==> src/rtl/matvec3_reuse_ctrl_if.sv <==
// Handshake and datapath-control bundle for the 3x3 matrix-vector controller.
// The master modport is the controller side; the slave modport is the upstream/datapath side.
interface matvec3_reuse_ctrl_if #(
  parameter int N    = 3,
  parameter int AW_W = $clog2(N*N),
  parameter int AW_X = $clog2(N)
);
  logic            input_valid;
  logic            input_ready;
  logic            reload_w;
  logic            output_valid;
  logic            output_ready;
  logic [AW_W-1:0] addr_w;
  logic            wr_en_w;
  logic [AW_X-1:0] addr_x;
  logic            wr_en_x;
  logic            clear_acc;
  logic            en_acc;
  logic            busy;

  modport master (
    input  input_valid, reload_w, output_ready,
    output input_ready, output_valid, addr_w, wr_en_w, addr_x, wr_en_x,
           clear_acc, en_acc, busy
  );

  modport slave (
    output input_valid, reload_w, output_ready,
    input  input_ready, output_valid, addr_w, wr_en_w, addr_x, wr_en_x,
           clear_acc, en_acc, busy
  );
endinterface

==> src/rtl/matvec3_reuse_ctrl.sv <==
// Sequencer for the 3x3 matrix-vector datapath with optional weight reuse:
// after each job, reload_w chooses between a full W+X load or an X-only load.
module matvec3_reuse_ctrl #(
  parameter int N    = 3,
  parameter int AW_W = $clog2(N*N),
  parameter int AW_X = $clog2(N)
) (
  input logic                 clk,
  input logic                 rst,
  matvec3_reuse_ctrl_if.master bus
);

  typedef enum logic [1:0] {
    ST_LOAD_W,
    ST_LOAD_X,
    ST_COMPUTE,
    ST_OUTPUT
  } state_e;

  state_e          state_q, state_d;
  logic [AW_W-1:0] wcnt_q, wcnt_d;
  logic [AW_X-1:0] xcnt_q, xcnt_d;
  logic [AW_X-1:0] r_q, r_d;
  logic [AW_X-1:0] k_q, k_d;

  logic            in_rdy_c;
  logic            out_vld_c;
  logic            wr_w_c;
  logic            wr_x_c;
  logic            clr_c;
  logic            en_c;
  logic            busy_c;
  logic [AW_W-1:0] aw_c;
  logic [AW_X-1:0] ax_c;
  logic [AW_W-1:0] compute_aw;

  // k is left at N-1 on entry to OUTPUT, so the same address formula holds the
  // last COMPUTE address throughout backpressure.
  assign compute_aw = AW_W'(N) * AW_W'(r_q) + AW_W'(k_q);

  always_comb begin
    state_d   = state_q;
    wcnt_d    = wcnt_q;
    xcnt_d    = xcnt_q;
    r_d       = r_q;
    k_d       = k_q;
    in_rdy_c  = 1'b0;
    out_vld_c = 1'b0;
    wr_w_c    = 1'b0;
    wr_x_c    = 1'b0;
    clr_c     = 1'b0;
    en_c      = 1'b0;
    busy_c    = 1'b0;
    aw_c      = '0;
    ax_c      = '0;

    case (state_q)
      ST_LOAD_W: begin
        in_rdy_c = 1'b1;
        wr_w_c   = bus.input_valid;
        aw_c     = wcnt_q;
        if (bus.input_valid) begin
          if (wcnt_q == AW_W'(N*N-1)) begin
            wcnt_d  = '0;
            state_d = ST_LOAD_X;
          end else begin
            wcnt_d = wcnt_q + 1'b1;
          end
        end
      end

      ST_LOAD_X: begin
        in_rdy_c = 1'b1;
        wr_x_c   = bus.input_valid;
        ax_c     = xcnt_q;
        if (bus.input_valid) begin
          if (xcnt_q == AW_X'(N-1)) begin
            xcnt_d  = '0;
            r_d     = '0;
            k_d     = '0;
            state_d = ST_COMPUTE;
          end else begin
            xcnt_d = xcnt_q + 1'b1;
          end
        end
      end

      ST_COMPUTE: begin
        busy_c = 1'b1;
        en_c   = 1'b1;
        clr_c  = (k_q == '0);
        aw_c   = compute_aw;
        ax_c   = k_q;
        if (k_q == AW_X'(N-1)) begin
          state_d = ST_OUTPUT;
        end else begin
          k_d = k_q + 1'b1;
        end
      end

      ST_OUTPUT: begin
        busy_c    = 1'b1;
        out_vld_c = 1'b1;
        aw_c      = compute_aw;
        ax_c      = k_q;
        if (bus.output_ready) begin
          if (r_q == AW_X'(N-1)) begin
            state_d = bus.reload_w ? ST_LOAD_W : ST_LOAD_X;
          end else begin
            r_d     = r_q + 1'b1;
            k_d     = '0;
            state_d = ST_COMPUTE;
          end
        end
      end

      default: state_d = ST_LOAD_W;
    endcase
  end

  always_ff @(posedge clk) begin
    if (rst) begin
      state_q <= ST_LOAD_W;
      wcnt_q  <= '0;
      xcnt_q  <= '0;
      r_q     <= '0;
      k_q     <= '0;
    end else begin
      state_q <= state_d;
      wcnt_q  <= wcnt_d;
      xcnt_q  <= xcnt_d;
      r_q     <= r_d;
      k_q     <= k_d;
    end
  end

  assign bus.input_ready  = in_rdy_c;
  assign bus.output_valid = out_vld_c;
  assign bus.wr_en_w      = wr_w_c;
  assign bus.wr_en_x      = wr_x_c;
  assign bus.clear_acc    = clr_c;
  assign bus.en_acc       = en_c;
  assign bus.busy         = busy_c;
  assign bus.addr_w       = aw_c;
  assign bus.addr_x       = ax_c;

endmodule

==> src/flat_wrapper.sv <==
// flat-port wrapper written by rule: the top's interface ports become plain ports
module matvec3_reuse_ctrl_flat 
#(
  parameter int N    = 3,
  parameter int AW_W = $clog2(N*N),
  parameter int AW_X = $clog2(N)
)
  (clk, rst, bus_input_valid, bus_reload_w, bus_output_ready, bus_input_ready, bus_output_valid, bus_addr_w, bus_wr_en_w, bus_addr_x, bus_wr_en_x, bus_clear_acc, bus_en_acc, bus_busy);
  matvec3_reuse_ctrl_if #(.N(N), .AW_W(AW_W), .AW_X(AW_X)) bus_i ();
  input logic clk;
  input logic rst;
  input wire logic [$bits(bus_i.input_valid)-1:0] bus_input_valid;
  input wire logic [$bits(bus_i.reload_w)-1:0] bus_reload_w;
  input wire logic [$bits(bus_i.output_ready)-1:0] bus_output_ready;
  output wire logic [$bits(bus_i.input_ready)-1:0] bus_input_ready;
  output wire logic [$bits(bus_i.output_valid)-1:0] bus_output_valid;
  output wire logic [$bits(bus_i.addr_w)-1:0] bus_addr_w;
  output wire logic [$bits(bus_i.wr_en_w)-1:0] bus_wr_en_w;
  output wire logic [$bits(bus_i.addr_x)-1:0] bus_addr_x;
  output wire logic [$bits(bus_i.wr_en_x)-1:0] bus_wr_en_x;
  output wire logic [$bits(bus_i.clear_acc)-1:0] bus_clear_acc;
  output wire logic [$bits(bus_i.en_acc)-1:0] bus_en_acc;
  output wire logic [$bits(bus_i.busy)-1:0] bus_busy;
  assign bus_i.input_valid = bus_input_valid;
  assign bus_i.reload_w = bus_reload_w;
  assign bus_i.output_ready = bus_output_ready;
  assign bus_input_ready = bus_i.input_ready;
  assign bus_output_valid = bus_i.output_valid;
  assign bus_addr_w = bus_i.addr_w;
  assign bus_wr_en_w = bus_i.wr_en_w;
  assign bus_addr_x = bus_i.addr_x;
  assign bus_wr_en_x = bus_i.wr_en_x;
  assign bus_clear_acc = bus_i.clear_acc;
  assign bus_en_acc = bus_i.en_acc;
  assign bus_busy = bus_i.busy;
  matvec3_reuse_ctrl #(.N(N), .AW_W(AW_W), .AW_X(AW_X)) u_core (.clk(clk), .rst(rst), .bus(bus_i));
endmodule
==> config.mk <==
export PLATFORM = sky130hd
export DESIGN_NAME = matvec3_reuse_ctrl_flat
export DESIGN_NICKNAME = d
export VERILOG_FILES = /design/src/rtl/matvec3_reuse_ctrl_if.sv /design/src/rtl/matvec3_reuse_ctrl.sv /design/src/flat_wrapper.sv
export SDC_FILE = /design/constraint.sdc
export NUM_CORES = 1
export LEC_CHECK = 0
export ABC_AREA = 1
export CAP_MARGIN = 20
export CELL_PAD_IN_SITES_DETAIL_PLACEMENT = 0
export CELL_PAD_IN_SITES_GLOBAL_PLACEMENT = 1
export CORE_MARGIN = 5
export CORE_UTILIZATION = 38
export CTS_CLUSTER_DIAMETER = 120
export CTS_CLUSTER_SIZE = 25
export DETAILED_ROUTE_END_ITERATION = 7
export MAX_ROUTING_LAYER = met4
export PLACE_DENSITY = 0.93
export SETUP_SLACK_MARGIN = 0.4
export SYNTH_ARGS = -nofsm -noshare
export SYNTH_HDL_FRONTEND = slang
export SYNTH_SLANG_ARGS = --single-unit
==> constraint.sdc <==
create_clock -name clk -period 6.9 [get_ports clk]
set_input_delay 1.38 -clock clk [delete_from_list [all_inputs] [get_ports clk]]
set_output_delay 1.38 -clock clk [all_outputs]
set_load 0.02 [all_outputs]
# Word level (Yosys, flattened, before mapping)
# Index checks and enable logic that the tools add are counted.
# word_totals
regBits	12
in_bits	5
output_inout_bits	13
elab_cells	66
# op_classes
addsub	5
mul	1
eq_ne	15
muxes	29
n_reduce_logical	11
# ops
operator	n
2-to-1 mux 2 bit	15
AND reduction 6 bit	2
equality test 2 bit, second input constant	5
inequality test 2 bit, second input constant	5
2-to-1 mux 1 bit	8
case mux 2 bit (2 select lines)	2
case mux 2 bit (4 select lines)	1
case mux 4 bit (2 select lines)	1
adder 2 x 1 -> 2 bit, second input constant	3
inequality test 2 x 1 -> 1 bit, second input constant	3
case mux 2 bit (3 select lines)	1
AND reduction 5 bit	1
adder 4 x 1 -> 4 bit, second input constant	1
adder 4 x 2 -> 4 bit	1
equality test 4 bit, second input constant	1
logical NOT 2 bit	2
multiplier 2 x 2 -> 4 bit, first input constant	1
2-to-1 mux 4 bit	1
AND reduction 2 bit	2
OR reduction 2 bit	2
nonzero test 3 bit	1
equality test 2 x 1 -> 1 bit, second input constant	1
nonzero test 2 bit	1

# Depth between registers and ports, before layout
# Gate-level depths: netlist of run 1.
# depth
word_depth	4
mapped_depth	9
depth_no_buf	8

# Worst setup path after synthesis of run 1
# No wires, ideal clock.
# synth_timing
kind	flip-flop to output port
startpoint	register u_core.k_q[1]
endpoint	output port bus_addr_w[2]
arrival_time_ps	2005
required_time_ps	5520
path_slack_ps	3515
path_stages_with_launch	8
path_buffers	0
cell_sequence	dfxtp_1 -> inv_1 -> fa_1 -> inv_1 -> ha_1 -> inv_1 -> fa_1 -> o22ai_1
# synth_via
elab_chain_cells	2
# synth_rtl
item	line_no	rtl
from (decl)	matvec3_reuse_ctrl.sv:24	logic [AW_X-1:0] k_q, k_d;
from (signal assigned)	matvec3_reuse_ctrl.sv:133	k_q <= k_d;
adder 4 x 2 -> 4 bit	matvec3_reuse_ctrl.sv:39	assign compute_aw = AW_W'(N) * AW_W'(r_q) + AW_W'(k_q);
case mux 4 bit (2 select lines)	matvec3_reuse_ctrl.sv:57	case (state_q)
to (decl)	flat_wrapper.sv:17	output wire logic [$bits(bus_i.addr_w)-1:0] bus_addr_w;
# No other way between the ends.

# Worst setup path after layout of run 1
# Ends and elaborated chain as after synthesis.

==> flow_summary.yaml, run 1 <==
power_and_ir_drop:
  total_power_mw: 0.403
  ir_drop_uv: 144
  p_leak_nw: 0.535
  power.density_nw_per_um2: 342
yosys:
  synthFlopType: "dfxtp_1"
  yosysWarnings: 0
  netlist_instances: 145
  ys_top_cells_by_area: "dfxtp_1 25%, nand2_1 11%, inv_1 10%"
  yosysSeqAreaShare: 0.250
  synth_nets: 159
  syn_area_sq_um: 962
  synth_area_per_cell_sq_um: 6.64
  ys_top_cells_by_count: "29 x nand2_1, 26 x inv_1, 20 x nor2_1, 12 x dfxtp_1, 9 x nand3_1"
  yosysMostFrequentCell: "nand2_1"
  synth_largest_area_cell: "dfxtp_1"
  synthArstFlopShare: 0
  synth-edff-count: 0
  yosys.area.top_type_share: 0.250
  synth_cell_types: 25
  synth_seq_cells: 12
placement:
  dpl.hpwl_mm: 1.66
  place_area_sq_um: 1140
  gp_congestion: 0.808
  portBuffers: 17
route:
  drt-initial-drc-count: 22
  met2_length_mm: 1.02
  wl_met1_um: 923
  detail-route-antenna-nets: 0
  wl_per_cell_um: 10.5
  first_pass_iters: 4
  dr_wl_met3_um: 75
  highest_layer: "met4"
  num_vias: 900
  drc: 0
  post_drt_via_cell_ratio: 4.66
  routed_wl_mm: 2.04
global_routing:
  grt_pass1_vias: 906
  grt_pass1_wl_mm: 3.66
  grt_max_degree: 11
  grt-ovfl-total: 0
  grtUsageTotal: 0.137
  antenna_found_initial: 0
cts:
  clkTransAtPathRegs_ps: 70
  ctsLongestPathBuffers: 2
  cts_sinks: 12
  htreeDepth: 1
  ctsResizeCount: 0
  clk_latency_ps: 270
  hold_buffers: 0
  postCtsSetupBuffers: 0
  cts_buffers: 3
  root_buffer: "clkbuf_4"
  tritoncts: "yes"
sta:
  timing_hold_violations_final: 0
  period_needed_ps: 4190
  finalMaxSlewViolations: 0
  tns_ps: 0
  fmax_mhz: 239
  tightest_slew_ps: 621
  setup_viol: 0
  rsz0062_at_grt: "no"
  slew-limit-headroom: 0.585
  fin_crit_sh: 0.607
  fin_skew_ps: 10.4
final_layout:
  antenna_cells: 0
  final_cell_area_sq_um: 1180
  nFillCells: 251
  nets: 178
  area_delta_synth_final_pct: 22.6
  drive_gt1_frac: 0.110
floorplan:
  rows: 18
  die_h_um: 60.3
  die_x_um: 60.3
  initial_core_util: 0.392
  ios: 18
  core-area_sq_um: 2450
  die_area_sq_um: 3640
worst_setup_path:
  crit_path_end_kind: "output pin"
  critPathLaunch: "u_core.k_q[1]"
  crit_path_max_incr_delay_ps: 640
  cp.required_ps: 5520
  slowest_stage: "clkdlybuf4s50_1"
  critical_path.max_fanout: 3
  cp-start-kind: "register"
  crit_top_cell: "inv_1"
  cp.arrival_ps: 2810
  criticalPathCategory: "register to output pin"
  cp_cell_sequence: "inv_1 -> fa_1 -> inv_1 -> ha_1 -> inv_1 -> fa_1 -> o22ai_1 -> clkdlybuf4s50_1"
  r2r_start: "u_core.state_q[0]"
outcome:
  status: "finished, final reports clean"
hold_path:
  min_from: "u_core.r_q[0]"
  hold_path.class: "register to register"
run:
  cap_viol_max_count: 0
[metal layers]
metal,vias to the layer above,global-route usage
met3,2,0.0367
met2,14,0.231
met1,400,0.153
li1,484,-
met5,-,-
met4,0,0.0475
[report_power, final]
group	switching (mW)	internal, mW
registers	0.0305	0.0850
logic	0.137	0.0946
clock network	0.0241	0.0321
total	0.192	0.212
[cells by family (layout without fill, tap and decap cells)]
family	after synthesis	after routing	share of synthesized area
AND/OR/NAND/NOR	72	72	0.362
buffers and inverters	33	51	0.152
flip-flops	12	12	0.250
AO/OA/AOI/OAI	19	19	0.104
adder cells (fa/ha/maj)	9	9	0.133
[layout by cell type, fill, tap and decap left out, types with 2 or more instances in the layout]
cell type,count
clkbuf_4,3
o21ai_1,2
a21oi_1,6
dfxtp_1,12
o22ai_1,4
o21ai_0,7
clkdlybuf4s50_1,17
inv_1,26
nand3_1,9
nand2_1,29
nand2_2,4
ha_1,7
fa_1,2
nor2_1,20
nor2_2,3
nor3_1,2
[per-stage QoR]
step | worst slack [ps] | std cells | util | hold slack (ps)
floorplan | 3520 | 145 | - | 471
CTS | 2680 | 193 | 0.481 | 511
detailed placement | 2770 | 189 | 0.466 | 501
global placement | 2770 | 189 | 0.466 | 492
finish | 2710 | 193 | 0.481 | 507
global route | 2570 | 193 | 0.481 | 543
[critical path, delay by kind of cell (launching register included)]
kind	cells	cell delay, ps
adder cells (fa/ha/maj)	3	1150
buffers and inverters	4	860
flip-flops	1	360
AO/OA/AOI/OAI	1	180
[layout make-up]
class	instances	area, sq um	area share
inverters	30	120	0.102
multi-input cells	100	576	0.488
flip-flops and latches	12	240	0.204
clock buffers	4	36.3	0.0308
well taps	30	37.5	0.0318
repair buffers	17	170	0.144
[registers in the layout (all words and copies together), names as in the netlist]
signal,count
u_core.xcnt_q,2
u_core.k_q,2
u_core.state_q,2
u_core.r_q,2
u_core.wcnt_q,4
[path summary, 6_finish.rpt]
kind	to	slack, ps	depth (start not counted)
max	bus_addr_w[2]	2710	8
min reg2reg	u_core.r_q[0]	510	2
min	u_core.r_q[0]	510	2
max reg2reg	u_core.state_q[1]	5420	7
(Power assumes the default switching activity.)
==> run 2: changes to the inputs <==
CORE_UTILIZATION = 32   (was 38)
PLACE_DENSITY = 0.85   (was 0.93)
clock period = 3.7 ns   (was 6.9 ns; I/O delays follow)
==> flow_summary.yaml, run 2 (synthesis gave the netlist of run 1 again) <==
outcome:
  status: "finished, final reports clean"
sta:
  slew-limit-headroom: 0.555
  layout_setup_ws_ps: 557
  fmax_mhz: 318
  tns_ps: 0
  tightest_slew_ps: 666
  setup_viol: 0
  fin_skew_ps: 4.84
  timing_hold_violations_final: 0
  fin_crit_sh: 0.849
  rsz0062_at_grt: "no"
  finalMaxSlewViolations: 0
  period_needed_ps: 3140
worst_setup_path:
  critical_path.max_fanout: 3
  ff2ff_setup_slack_ps: 2180
  crit_top_cell: "inv_1"
  crit_family: "adder cells"
  cp.depth: 8
  slowest_stage: "fa_1"
  r2r_start: "u_core.state_q[0]"
  cp.required_ps: 2960
  crit_path_max_incr_delay_ps: 470
  rr_endpoint: "u_core.state_q[1]"
  reg2reg_depth: 7
  cp.buffers_inverters: 4
  cp.arrival_ps: 2400
  cp-start-kind: "register"
  cp_cell_sequence: "inv_1 -> fa_1 -> inv_1 -> ha_1 -> inv_1 -> fa_1 -> o22ai_1 -> dlygate4sd2_1"
  criticalPathCategory: "register to output pin"
  crit_path_end_kind: "output pin"
hold_path:
  hold_path_depth: 2
  hold_end: "u_core.r_q[0]"
  hold_path.class: "register to register"
  min_from: "u_core.r_q[0]"
final_layout:
  top_register: "u_core.wcnt_q"
  antenna_cells: 0
  layout_commonest_cell: "nand2_1"
  area_delta_synth_final_pct: 22.1
  nFillCells: 309
  final_cell_mix: "29 x nand2_1, 26 x inv_1, 20 x nor2_1, 15 x clkdlybuf4s50_1, 12 x dfxtp_1"
  nets: 178
  drive_gt1_frac: 0.117
  largest_reg_flops: 4
placement:
  dpl.hpwl_mm: 1.83
  gp_congestion: 0.790
  portBuffers: 17
  pre_cts_slack_ps: 454
power_and_ir_drop:
  p_leak_nw: 0.541
  power.density_nw_per_um2: 653
  ir_drop_uv: 291
global_routing:
  grt-ovfl-total: 0
  grt_max_degree: 11
  grtUsageTotal: 0.123
  grt_pass1_vias: 921
  grt_pass1_wl_mm: 3.97
  antenna_found_initial: 0
cts:
  clkTransAtPathRegs_ps: 90
  cts_buffers: 3
  cts_sinks: 12
  ctsLongestPathBuffers: 2
  root_buffer: "clkbuf_4"
  clk_latency_ps: 280
  htreeDepth: 1
  tritoncts: "yes"
route:
  drc: 0
  drt-initial-drc-count: 30
  post_drt_via_cell_ratio: 4.87
  first_pass_iters: 4
  detail-route-antenna-nets: 0
  num_vias: 944
  routed_wl_mm: 2.29
  wl_per_cell_um: 11.8
floorplan:
  die_area_sq_um: 4200
  core-area_sq_um: 2830
  ios: 18
  die_h_um: 64.8
  rows: 19
  initial_core_util: 0.340
  die_x_um: 64.8
run:
  cap_viol_max_count: 0
## run 2: worst max path at each step
stage,slack (ps),to,from
6_report,560,bus_addr_w[3],u_core.k_q[1]
5_1_grt,440,bus_addr_w[3],u_core.k_q[1]
4_1_cts,400,bus_addr_w[2],u_core.k_q[1]
3_5_place_dp,450,bus_addr_w[2],u_core.k_q[1]
3_3_place_gp,500,bus_addr_w[2],u_core.k_q[1]
2_1_floorplan,960,bus_addr_w[2],u_core.k_q[1]
## run 2: power by group
part	internal, mW	leakage (nW)	switching [mW]	total [mW]
registers	0.158	0.0982	0.0596	0.218
clock network	0.0599	0.0210	0.0495	0.109
logic	0.175	0.422	0.265	0.440
total	0.393	0.541	0.374	0.767
## run 2: layout make-up
class / instances / area (sq um) / share of cell area
clock buffer: 4 / 36.3 / 0.0309
inverter: 30 / 120 / 0.102
multi-input combinational: 100 / 576 / 0.490
sequential: 12 / 240 / 0.204
tap: 31 / 38.8 / 0.0330
timing repair buffer: 17 / 164 / 0.140
## run 2: what timing repair did
item / CTS / global route
hold buffers: 0 / 0
setup endpoints to repair: 2 / 1
pin swaps: 0 / 0
setup buffers: 0 / 0
gates resized for setup: 2 / 2
## run 2: stage by stage
step	cells	hold slack [ps]	power [mW]	instance area (sq um)	util
floorplan	145	471	0.537	962	-
global placement	190	483	0.659	1140	0.405
detailed placement	190	506	0.664	1140	0.405
CTS	194	519	0.776	1180	0.417
global route	194	532	0.838	1170	0.415
finish	194	517	0.767	1170	0.415
## run 2: worst register-to-register path, delay by kind of cell (launching register included)
kind	cells	cell delay [ps]
flops	1	750
buf+inv	1	50
simple gates	6	620
## run 2: per-layer routing
metal  routed length [um]  up-vias  part of all wire  GRT usage
met4                   22        0            0.0096     0.0317
met2                 1120       20              0.49      0.216
met1                 1050      434              0.46      0.135
met3                   96        2             0.042     0.0363
met5                    0        -                 0          -
li1                     -      488                 -          -
==> run 3: changes to the inputs <==
CORE_UTILIZATION = 36   (was 32)
PLACE_DENSITY = 0.9   (was 0.85)
clock period = 3.2 ns   (was 3.7 ns; I/O delays follow)
==> flow_summary.yaml, run 3 (synthesis gave the netlist of run 1 again) <==
final_layout:
  nets: 180
  final_cell_mix: "29 x nand2_1, 24 x inv_1, 20 x nor2_1, 14 x clkdlybuf4s50_1"
  final_cell_area_sq_um: 1190
  largest_reg_flops: 4
  nFillCells: 273
  multiInputGateArea_sq_um: 578
  antenna_cells: 0
  top_register: "u_core.wcnt_q"
  drive_gt1_frac: 0.170
  layout_commonest_cell: "nand2_1"
  area_delta_synth_final_pct: 24.2
  register_area_sq_um: 244
global_routing:
  grt_pass1_wl_mm: 3.86
  grt-ovfl-total: 0
  grt_max_degree: 11
  grtUsageTotal: 0.137
  grt_pass1_vias: 942
  antenna_found_initial: 0
worst_setup_path:
  criticalPathCategory: "register to output pin"
  slowest_stage: "fa_1"
  cp.required_ps: 2560
  crit_family: "adder cells"
  cp.arrival_ps: 2180
  cp-start-kind: "register"
  cp.buffers_inverters: 4
  cp_cell_sequence: "inv_2 -> fa_1 -> inv_1 -> ha_2 -> inv_2 -> fa_1 -> o22ai_1 -> buf_4"
  crit_path_max_incr_delay_ps: 530
  crit_path_end_kind: "output pin"
  critical_path.max_fanout: 3
floorplan:
  rows: 18
  die_area_sq_um: 3810
  die_h_um: 61.7
  core-area_sq_um: 2520
  initial_core_util: 0.381
  die_x_um: 61.7
  ios: 18
sta:
  fin_crit_sh: 0.883
  timing_hold_violations_final: 0
  setup_viol: 0
  slew-limit-headroom: 0.584
  layout_setup_ws_ps: 376
  fin_skew_ps: 1.38
  period_needed_ps: 2820
  rsz0062_at_grt: "yes"
  finalMaxSlewViolations: 0
  tns_ps: 0
  fmax_mhz: 354
  tightest_slew_ps: 624
route:
  routed_wl_mm: 2.15
  wl_per_cell_um: 11.0
  drc: 0
  detail-route-antenna-nets: 0
  drt-initial-drc-count: 18
  num_vias: 932
  post_drt_via_cell_ratio: 4.78
  first_pass_iters: 4
power_and_ir_drop:
  power.density_nw_per_um2: 740
  p_leak_nw: 0.551
  total_power_mw: 0.884
  ir_drop_uv: 395
placement:
  pre_cts_slack_ps: 71.2
  place_area_sq_um: 1140
  gp_congestion: 0.849
  portBuffers: 17
  dpl.hpwl_mm: 1.76
run:
  cap_viol_max_count: 0
cts:
  ctsLongestPathBuffers: 2
  root_buffer: "clkbuf_4"
  cts_sinks: 12
  clkTransAtPathRegs_ps: 80
  hold_buffers: 0
  htreeDepth: 1
  tritoncts: "yes"
  cts_buffers: 3
  clk_latency_ps: 270
hold_path:
  hold_path.class: "register to register"
outcome:
  status: "finished, final reports clean"
-- run 3: timing repair --
action,in CTS,in global routing
pin swaps,1,2
gates resized for setup,13,4
buffers inserted,0,2
hold endpoints to repair,0,0
setup endpoints to repair,3,2
-- run 3: final timing paths --
check	from	endpoint	slack (ps)	cells past startpoint
min	u_core.wcnt_q[0]	u_core.wcnt_q[0]	500	2
min reg2reg	u_core.wcnt_q[0]	u_core.wcnt_q[0]	500	2
max reg2reg	u_core.state_q[1]	u_core.r_q[1]	1660	7
max	u_core.k_q[1]	bus_addr_w[2]	380	8
-- run 3: worst min-delay path: cells and delay by family (launching register included) --
| family | cells | cell delay, ps |
|---|---|---|
| DFF | 1 | 340 |
| and+or+nand+nor | 1 | 70 |
| AOI/OAI and AO/OA | 1 | 50 |
-- run 3: final cells by class --
cell class,instances,area share
Tap cell,30,0.0314
Inverter,30,0.101
Clock buffer,4,0.0304
Sequential cell,12,0.204
Timing Repair Buffer,19,0.150
Multi-Input combinational cell,100,0.484
-- run 3: per-layer routing --
metal / routed length (um) / GRT usage
met5: 0 / -
met4: 23 / 0.0455
met3: 71 / 0.0186
met2: 1060 / 0.233
met1: 1000 / 0.167
-- run 3: power by group --
group | internal, mW | total [mW] | leakage [nW] | switching [mW]
Clock | 0.0692 | 0.122 | 0.0210 | 0.0524
Sequential | 0.185 | 0.252 | 0.0995 | 0.0669
Combinational | 0.207 | 0.511 | 0.431 | 0.303
Total | 0.461 | 0.884 | 0.551 | 0.423
-- run 3: stage by stage --
stage / utilization / hold slack (ps) / cells
final: 0.474 / 501 / 195
after global routing: 0.474 / 536 / 195
after CTS: 0.465 / 504 / 193
after detailed placement: 0.453 / 492 / 189
after global placement: 0.453 / 487 / 189
after floorplan: - / 471 / 145
==> RTL edit (config.mk and constraints of run 3) <==
The 4 states of `state_e` get a one-hot encoding in 4 bits.
--- a/src/rtl/matvec3_reuse_ctrl.sv
+++ b/src/rtl/matvec3_reuse_ctrl.sv
@@ -12,7 +12,7 @@
 
-  typedef enum logic [1:0] {
-    ST_LOAD_W,
-    ST_LOAD_X,
-    ST_COMPUTE,
-    ST_OUTPUT
+  typedef enum logic [3:0] {
+    ST_LOAD_W  = 4'b0001,
+    ST_LOAD_X  = 4'b0010,
+    ST_COMPUTE = 4'b0100,
+    ST_OUTPUT  = 4'b1000
   } state_e;
Formal check against the unedited RTL: same outputs for any inputs over 10 cycles, from zero or initial values and one cycle with rst high; not proved beyond that.
==> RTL edit against run 3 <==
  * Routed wire length grew 10%
  * Sequential cell count is 2 higher
  * Synthesized area is 4.8% higher
  * Maximum frequency up 2.2%
  * Global-route usage is 0.71 points lower
  * Worst hold slack gained 3.0 ps
  * Worst setup slack gained 61 ps
  * Power fell by 26%
  * Sequential power fell by 10%
  * Cell area is 3.8% higher
==> RTL edit: results <==
metrics = {
    "placed_design": {
        "place.gp.congestion": 0.8763,
        "post_dp_cell_area_mm2": 0.001217,
        "post-place-ws_ps": 243.8,
        "placed_cells": 199,
    },
    "drt": {
        "wl_met2_mm": 1.100,
        "wl_mm": 2.370,
        "wl_met1_mm": 1.166,
        "via_count": 995,
        "wire_per_inst_um": 11.73,
        "drt_iter0_drc": 35,
        "route.met3.wl_um": 70,
    },
    "yosys": {
        "synth-seq-area-share_pct": 27.79,
        "synth_common_cells": "27 x nand2_1, 25 x inv_1, 22 x nor2_1, 14 x dfxtp_1",
        "synth_cell_types": 23,
        "synthArstFlopShare_pct": 0,
        "synth_area_leaders": "dfxtp_1 28%, nand2_1 10%, inv_1 9.3%",
        "synth_nets": 165,
        "syn_avg_cell_area_um2": 6.679,
    },
    "layout": {
        "fillers": 294,
        "nets": 187,
        "final_layout_size_suffix_gt1_share_pct": 18.13,
    },
    "grt": {
        "grt_pass1_vias": 984,
        "grt_pass1_wl_mm": 4.167,
        "use_met2_pct": 20.13,
        "met3_usage_pct": 1.799,
        "use_met1_pct": 16.48,
        "grt_usage_pct": 13.01,
    },
    "pwr": {
        "ir_drop_mv": 0.2769,
        "p_switching_uw": 283.9,
        "p_leak_nw": 0.6217,
    },
    "clock_network": {
        "postCtsResizedCells": 11,
    },
    "sta": {
        "clock_skew_ps": 5.898,
        "tightest_slew_ps": 327.1,
    },
    "critical_path": {
        "crit_arrival_ps": 2120,
        "cp_max_fo": 4,
        "max_stage_delay_ps": 500,
    },
    "run_status": {
        "status": "finished clean",
    },
}
## RTL edit: cell count changes after synthesis, sizes merged, moves of 2 or more
cell,before,now
buf,2,0
inv,29,27
dfxtp,12,14
o21ai,9,12
nand4,0,2
nor2,24,28
## RTL edit: worst reg2reg max path, stage by stage, from the launching register on
cell     delay, ps
dfxtp_1        360
inv_1           90
ha_1           250
nand3_1        160
nand2_1         70
nor2_1         150
nand3_1        110
nand2_1         70
nor2_1          40
## RTL edit: path summary, 6_finish.rpt
check,cells past startpoint,slack [ps],from,endpoint
min,2,500,u_core.wcnt_q[0],u_core.wcnt_q[0]
max,6,440,u_core.k_q[1],bus_addr_w[2]
min reg2reg,2,500,u_core.wcnt_q[0],u_core.wcnt_q[0]
max reg2reg,8,1810,u_core.k_q[0],u_core.k_q[0]
## RTL edit: final cells by class
cell class | count | area, um2 | area share, %
multi-input cells | 109 | 624.3 | 50.35
repair buffers | 17 | 163.9 | 13.22
clock buffers | 3 | 22.52 | 1.816
well taps | 31 | 38.79 | 3.128
inverters | 28 | 106.4 | 8.577
flip-flops and latches | 14 | 284.0 | 22.91
## RTL edit: power groups by stage
| stage | clock network, mW | registers (mW) | logic (mW) |
|---|---|---|---|
| finish | 0.0977 | 0.226 | 0.326 |
| detailed placement | 0 | 0.230 | 0.329 |
| CTS | 0.102 | 0.226 | 0.328 |
| global placement | 0 | 0.228 | 0.327 |
| global route | 0.109 | 0.231 | 0.367 |
| floorplan | 0 | 0.225 | 0.229 |
## RTL edit: cells by family after synthesis
| group | share of synthesized area [%] |
|---|---|
| AOI/OAI and AO/OA | 11.41 |
| and+or+nand+nor | 37.59 |
| adders and majority gates | 12.65 |
| buffers and inverters | 10.55 |
| DFF | 27.79 |
